**config.mk**
```make
export PLATFORM = sky130hd
export DESIGN_NAME = nto_accum_flat
export DESIGN_NICKNAME = d
export VERILOG_FILES = /design/src/rtl/nto_accum_pkg.sv /design/src/rtl/nto_accum_if.sv /design/src/rtl/nto_adder_tree.sv /design/src/rtl/nto_accum.sv /design/src/flat_wrapper.sv
export SDC_FILE = /design/constraint.sdc
export NUM_CORES = 1
export LEC_CHECK = 0
export CAP_MARGIN = 5
export CELL_PAD_IN_SITES_DETAIL_PLACEMENT = 1
export CELL_PAD_IN_SITES_GLOBAL_PLACEMENT = 1
export CORE_MARGIN = 2
export CORE_UTILIZATION = 43
export CTS_CLUSTER_SIZE = 28
export DETAILED_ROUTE_END_ITERATION = 10
export GPL_TIMING_DRIVEN = 0
export PLACE_DENSITY = 0.89
export SLEW_MARGIN = 25
export SYNTH_ARGS = -nofsm -noshare
export SYNTH_HDL_FRONTEND = slang
export SYNTH_HIERARCHICAL = 1
export SYNTH_SLANG_ARGS = --single-unit
```
**constraint.sdc**
```tcl
create_clock -name U -period 12.4 [get_ports U]
set_clock_uncertainty 0.15 [all_clocks]
set_input_delay 3.1 -clock U [delete_from_list [all_inputs] [get_ports U]]
set_output_delay 3.1 -clock U [all_outputs]
set_load 0.005 [all_outputs]
```
**src/rtl/nto_accum_pkg.sv**
```systemverilog
// Shared constants, FSM state type and snapshot record for the nto statistics collector.
package nto_pkg;

  localparam int NTO_MAX  = 6;
  localparam int NTO_BAD  = 7;
  localparam int ACCW_MAX = 64;
  localparam int SUMW_MAX = 8;

  typedef enum logic {
    ST_IDLE,
    ST_RUN
  } win_state_t;

  // Widest configuration; narrower instances zero-extend into it.
  typedef struct packed {
    logic [ACCW_MAX-1:0] total;
    logic [SUMW_MAX-1:0] min_sum;
    logic [SUMW_MAX-1:0] max_sum;
  } snap_t;

  function automatic int sumw(input int ndff);
    return $clog2(NTO_MAX * ndff + 1);
  endfunction

endpackage

```
**src/rtl/nto_accum_if.sv**
```systemverilog
// Sample bus and snapshot/read handshake between the DFF array, the collector and the host.
interface nto_accum_if #(
  parameter int NDFF = 8,
  parameter int ACCW = 32
);

  localparam int SUMW = nto_pkg::sumw(NDFF);

  logic [3*NDFF-1:0] nto_bus;
  logic              en;
  logic [15:0]       win_len;
  logic              rd_strobe;
  logic              snap_valid;
  logic [ACCW-1:0]   snap_total;
  logic [SUMW-1:0]   snap_min;
  logic [SUMW-1:0]   snap_max;
  logic [7:0]        ovr_cnt;
  logic              bad_nto;

  modport master (
    output nto_bus, en, win_len, rd_strobe,
    input  snap_valid, snap_total, snap_min, snap_max, ovr_cnt, bad_nto
  );

  modport slave (
    input  nto_bus, en, win_len, rd_strobe,
    output snap_valid, snap_total, snap_min, snap_max, ovr_cnt, bad_nto
  );

endinterface

```
**src/rtl/nto_adder_tree.sv**
```systemverilog
// Combinational clamp-and-sum of NDFF packed 3-bit nto fields; also flags any field equal to 7.
module nto_adder_tree
  import nto_pkg::*;
#(
  parameter int NDFF = 8,
  parameter int SUMW = sumw(8)
) (
  input  logic [3*NDFF-1:0] nto_bus,
  output logic [SUMW-1:0]   sum,
  output logic              any_bad
);

  always_comb begin
    sum     = '0;
    any_bad = 1'b0;
    for (int unsigned i = 0; i < NDFF; i++) begin
      if (nto_bus[3*i +: 3] == 3'(NTO_BAD)) begin
        any_bad = 1'b1;
        sum     = sum + SUMW'(NTO_MAX);
      end else begin
        sum = sum + SUMW'(nto_bus[3*i +: 3]);
      end
    end
  end

endmodule

```
**src/rtl/nto_accum.sv**
```systemverilog
// Windowed accumulator of per-cycle nto sums with min/max tracking and a host-read snapshot.
module nto_accum
  import nto_pkg::*;
#(
  parameter int NDFF = 8,
  parameter int ACCW = 32
) (
  input logic        U,
  input logic        _RESET,
  nto_accum_if.slave bus
);

  localparam int SUMW  = sumw(NDFF);
  localparam int ACCW1 = ACCW + 1;

  logic [SUMW-1:0] tree_sum;
  logic            tree_bad;

  logic [SUMW-1:0] cyc_sum;
  logic            en_d1;
  logic            bad_d1;

  win_state_t      state;
  logic [15:0]     len_q;
  logic [15:0]     cnt;
  logic [ACCW-1:0] acc;
  logic [SUMW-1:0] rmin;
  logic [SUMW-1:0] rmax;

  logic            snap_valid;
  logic [ACCW-1:0] snap_total;
  logic [SUMW-1:0] snap_min;
  logic [SUMW-1:0] snap_max;
  logic [7:0]      ovr_cnt;
  logic            bad_nto;

  nto_adder_tree #(
    .NDFF (NDFF),
    .SUMW (SUMW)
  ) u_tree (
    .nto_bus (bus.nto_bus),
    .sum     (tree_sum),
    .any_bad (tree_bad)
  );

  logic            start;
  logic            close;
  logic [15:0]     eff_len;
  logic [15:0]     cnt_base;
  logic [ACCW:0]   acc_wide;
  logic [ACCW-1:0] acc_nxt;
  logic [SUMW-1:0] min_nxt;
  logic [SUMW-1:0] max_nxt;

  // A window start folds the first sample in directly, so a length-1 window closes on it.
  always_comb begin
    start    = (state == ST_IDLE);
    eff_len  = start ? ((bus.win_len == '0) ? 16'd1 : bus.win_len) : len_q;
    cnt_base = start ? '0 : cnt;
    acc_wide = {1'b0, acc} + ACCW1'(cyc_sum);
    if (start) begin
      acc_nxt = ACCW'(cyc_sum);
      min_nxt = cyc_sum;
      max_nxt = cyc_sum;
    end else begin
      acc_nxt = acc_wide[ACCW] ? '1 : acc_wide[ACCW-1:0];
      min_nxt = (cyc_sum < rmin) ? cyc_sum : rmin;
      max_nxt = (cyc_sum > rmax) ? cyc_sum : rmax;
    end
    close = en_d1 && (({1'b0, cnt_base} + 17'd1) == {1'b0, eff_len});
  end

  always_ff @(posedge U) begin
    if (!_RESET) begin
      cyc_sum    <= '0;
      en_d1      <= 1'b0;
      bad_d1     <= 1'b0;
      state      <= ST_IDLE;
      len_q      <= '0;
      cnt        <= '0;
      acc        <= '0;
      rmin       <= '0;
      rmax       <= '0;
      snap_valid <= 1'b0;
      snap_total <= '0;
      snap_min   <= '0;
      snap_max   <= '0;
      ovr_cnt    <= '0;
      bad_nto    <= 1'b0;
    end else begin
      cyc_sum <= tree_sum;
      en_d1   <= bus.en;
      bad_d1  <= tree_bad;

      if (en_d1) begin
        if (bad_d1) begin
          bad_nto <= 1'b1;
        end
        if (start) begin
          len_q <= eff_len;
        end
        if (close) begin
          state <= ST_IDLE;
          cnt   <= '0;
        end else begin
          state <= ST_RUN;
          cnt   <= cnt_base + 16'd1;
        end
        acc  <= acc_nxt;
        rmin <= min_nxt;
        rmax <= max_nxt;
      end

      // A strobe coinciding with a close frees the slot for the new result.
      if (close) begin
        if (!snap_valid || bus.rd_strobe) begin
          snap_valid <= 1'b1;
          snap_total <= acc_nxt;
          snap_min   <= min_nxt;
          snap_max   <= max_nxt;
        end else if (ovr_cnt != 8'hFF) begin
          ovr_cnt <= ovr_cnt + 8'd1;
        end
      end else if (bus.rd_strobe) begin
        snap_valid <= 1'b0;
      end
    end
  end

  assign bus.snap_valid = snap_valid;
  assign bus.snap_total = snap_total;
  assign bus.snap_min   = snap_min;
  assign bus.snap_max   = snap_max;
  assign bus.ovr_cnt    = ovr_cnt;
  assign bus.bad_nto    = bad_nto;

endmodule
```
**src/flat_wrapper.sv**
```systemverilog
// flat-port wrapper written by rule: the top's interface ports become plain ports
module nto_accum_flat import nto_pkg::*;
#(
  parameter int NDFF = 8,
  parameter int ACCW = 32
)
  (U, _RESET, bus_nto_bus, bus_en, bus_win_len, bus_rd_strobe, bus_snap_valid, bus_snap_total, bus_snap_min, bus_snap_max, bus_ovr_cnt, bus_bad_nto);
  nto_accum_if #(.NDFF(NDFF), .ACCW(ACCW)) bus_i ();
  input logic U;
  input logic _RESET;
  input wire logic [$bits(bus_i.nto_bus)-1:0] bus_nto_bus;
  input wire logic [$bits(bus_i.en)-1:0] bus_en;
  input wire logic [$bits(bus_i.win_len)-1:0] bus_win_len;
  input wire logic [$bits(bus_i.rd_strobe)-1:0] bus_rd_strobe;
  output wire logic [$bits(bus_i.snap_valid)-1:0] bus_snap_valid;
  output wire logic [$bits(bus_i.snap_total)-1:0] bus_snap_total;
  output wire logic [$bits(bus_i.snap_min)-1:0] bus_snap_min;
  output wire logic [$bits(bus_i.snap_max)-1:0] bus_snap_max;
  output wire logic [$bits(bus_i.ovr_cnt)-1:0] bus_ovr_cnt;
  output wire logic [$bits(bus_i.bad_nto)-1:0] bus_bad_nto;
  assign bus_i.nto_bus = bus_nto_bus;
  assign bus_i.en = bus_en;
  assign bus_i.win_len = bus_win_len;
  assign bus_i.rd_strobe = bus_rd_strobe;
  assign bus_snap_valid = bus_i.snap_valid;
  assign bus_snap_total = bus_i.snap_total;
  assign bus_snap_min = bus_i.snap_min;
  assign bus_snap_max = bus_i.snap_max;
  assign bus_ovr_cnt = bus_i.ovr_cnt;
  assign bus_bad_nto = bus_i.bad_nto;
  nto_accum #(.NDFF(NDFF), .ACCW(ACCW)) u_core (.U(U), ._RESET(_RESET), .bus(bus_i));
endmodule
```
==> qor.yml <==
outcome: "finished clean"
cp.arrival_ns: 11.26
wl_met1_um: 13250
crit_path_max_incr_delay_ns: 0.59
gp_congestion: 0.9139
fill_cells: 2659
critPathCaptureType: "flip-flop"
critical_path_class: "input pin to flip-flop"
root_buffer: "clkbuf_16"
track_usage_pct: 27.27
period_share_pct: 89.03
cts_buffer_depth: 2
hold_viol: 0
clk_latency_ns: 0.44
synth_cell_types: 67
ir_drop_v: 0.0001354
multi_input_area_mm2: 0.006173
cts_resized: 0
rows: 54
synth_area_per_cell_um2: 7.956
vias: 9637
numPortBuffers: 96
first_pass_iters: 7
hold_class: "flip-flop to flip-flop"
layout.nets: 1408
area_growth_pct: 19.76
holdPathEnd: "u_core/bus.snap_total[20]"
numCtsBuffers: 17
regArea_mm2: 0.002783
critPathRequiredTime_ns: 12.62
drt_first_iter_violations: 622
drt-total-wl_um: 31640
cts_htree_levels: 4
drive_gt1_share_pct: 4.924
wl_met3_um: 1696
grt_pass1_vias: 10404
die_x_um: 152.6
synth_area_mm2: 0.009499
die-area_mm2: 0.02330
syn_inst: 1194
clk_pin_slew_worst_paths_ns: 0.06
synth_top_area_share_pct: 29.29
rsz0062_at_grt: "false"
yosysTopAreaCell: "dfxtp_1"
fin_tns_setup_ns: 0
highest_layer: "met4"
rr_startpoint: "u_core/state"
clock-sinks: 139
rrSetupSlack_ns: 6.03
critPathMaxFanout: 6
cts_tree: "yes"
cap_violations: 0
synth-edff-count: 0
cts_setup_buffers: 0
setup_viol_count_final: 0
tightest_slew_ns: 0.9068
antenna_found_initial: 0
cpMaxStageDelayCell: "clkdlybuf4s50_1"
ys_warn_count: 6
ys_dominant_reg_cell: "dfxtp_1"
seq_area_frac_synth_pct: 29.29
holdPathStages: 2
yosys-top-cells-area: "dfxtp_1 29%, mux2i_1 8.6%, nand2_1 6.7%, ha_1 6.2%, a21oi_1 3.6%"
drv_slew: 0
vias_per_cell: 6.023
p_leak_uw: 0.004162
r2r_end: "u_core/cnt[5]"
start_util_pct: 43.66
reg2reg_depth: 16
cts_hold_buffers: 0
dp_hpwl_um: 23050
io_pins: 98
ys_async_sr_fraction_pct: 0
drcViolationCount: 0
met2WireLength_um: 15650
ant_nets: 0
hold_start: "u_core/bus.snap_total[20]"
grt-ovfl-total: 0
core_mm2: 0.02176
startpoint_type: "input pin"
antennaDiodeCount: 0
slew_headroom_pct: 39.14
synthesis.nets: 1292
final_util_pct: 52.29
max_freq_mhz: 90.58
powerDensity_mw_per_mm2: 141.8
synth_seq_cells: 139
fin_crit_ns: 11.04
grt_max_degree: 17
grt_pass1_wl_um: 52060
die_h_um: 152.6
wl_per_cell_um: 19.77
## flip-flops by register name (all words and copies together) (netlist names), 6 cells and up
register,count
u_core/cnt,16
u_core/bus.snap_min,6
u_core/bus.ovr_cnt,8
u_core/cyc_sum,6
u_core/len_q,16
u_core/acc,32
u_core/rmax,6
u_core/bus.snap_max,6
u_core/rmin,6
u_core/bus.snap_total,32
## cell usage in the layout, fill, tap and decap left out, types with 7 or more instances in the layout
cell type,count
buf_1,9
nor4_1,12
and4_1,8
and3_1,32
nand2_1,170
a211oi_1,12
nand3b_1,12
a21o_1,12
mux2i_1,82
nand4_1,26
inv_1,42
and2_1,19
o21ai_0,58
nor3_1,21
xor2_1,23
nor2_1,82
nand2b_1,12
clkbuf_1,57
nand3_1,49
clkdlybuf4s50_1,96
a31oi_1,19
ha_1,47
dfxtp_1,139
fa_1,7
clkbuf_16,17
o31ai_1,12
nor2b_1,13
o21a_1,13
xnor2_1,38
a21oi_1,68
o311ai_0,7
## metal layers
metal	vias to the layer above	track usage (%)
li1	4488	-
met5	-	0
met2	309	48.22
met3	79	5.148
met1	4761	31.94
met4	0	12.39
## worst max-delay path by stage
stage                               from  slack [ns]                 to  cells past startpoint
after floorplan           bus_nto_bus[0]        2.60  u_core/cyc_sum[5]                     31
final                     bus_nto_bus[1]        1.36  u_core/cyc_sum[5]                     32
after detailed placement  bus_nto_bus[1]        0.95  u_core/cyc_sum[5]                     32
after global routing      bus_nto_bus[1]        0.84  u_core/cyc_sum[5]                     32
after global placement    bus_nto_bus[1]        1.29  u_core/cyc_sum[5]                     32
after CTS                 bus_nto_bus[1]        1.37  u_core/cyc_sum[5]                     32
## kinds of logic (layout without fill, tap and decap cells)
| kind of cell | after synthesis | count (layout) | synth area share, % |
|---|---|---|---|
| AND/OR/NAND/NOR | 484 | 484 | 25.38 |
| AO/OA/AOI/OAI | 249 | 249 | 16.90 |
| flip-flops | 139 | 139 | 29.29 |
| buffers and inverters | 120 | 246 | 5.782 |
| multiplexers | 86 | 86 | 9.115 |
| XOR/XNOR | 62 | 62 | 5.861 |
| adder cells (fa/ha/maj) | 54 | 54 | 7.666 |
## stage by stage
step | total power [uW] | cell area [um2] | instances | hold slack, ns | setup WS, ns
finish | 1613 | 11380 | 1600 | 0.3094 | 1.360
global route | 1726 | 11380 | 1600 | 0.3369 | 0.8384
CTS | 1619 | 11380 | 1600 | 0.3111 | 1.373
detailed placement | 1127 | 10820 | 1571 | 0.3006 | 0.9497
global placement | 1085 | 10810 | 1570 | 0.2914 | 1.295
floorplan | 971.2 | 9499 | 1194 | 0.2860 | 2.605
## critical path: cells and delay by family
| kind | cells | cell delay (ns) |
|---|---|---|
| xor+xnor | 2 | 0.32 |
| simple gates | 9 | 1.49 |
| buf+inv | 4 | 0.87 |
| fa+ha+maj | 8 | 3.08 |
| mux | 1 | 0.28 |
| compound gates | 8 | 2.12 |
## Yosys cell counts (all sizes together) (5+ instances only)
library cell  instances
o211ai                7
mux2i                82
nor4                 13
nand3b               12
o31ai                12
o21a                 13
or3                   6
o21ai                60
o41ai                 6
a21boi                6
nand2               170
nor2                 82
ha                   47
nand4                26
dfxtp               139
a21oi                68
nand2b               12
nor3                 21
o311ai                7
a211o                 5
nand3                49
buf                  21
fa                    7
xnor2                38
xor2                 23
a21o                 12
nor3b                 6
a211oi               13
and2                 19
or4                   5
and3                 32
clkbuf               56
nor2b                13
inv                  42
a31oi                19
and4                  9
## final cells by class
type	instances	share of cell area (%)
Sequential cell	139	24.46
Clock buffer	22	4.256
Buffer	77	3.410
Multi-Input combinational cell	935	54.27
Clock inverter	7	0.5939
Inverter	43	1.419
Timing Repair Buffer	97	8.513
Tap cell	280	3.080
## power breakdown
part	leakage [uW]	internal, uW	switching (uW)
combinational	0.00277	273	359
clock	0.000266	292	196
sequential	0.00112	465	27.5
total	0.00416	1030	583
No activity file was read; power rests on OpenSTA's default activity.
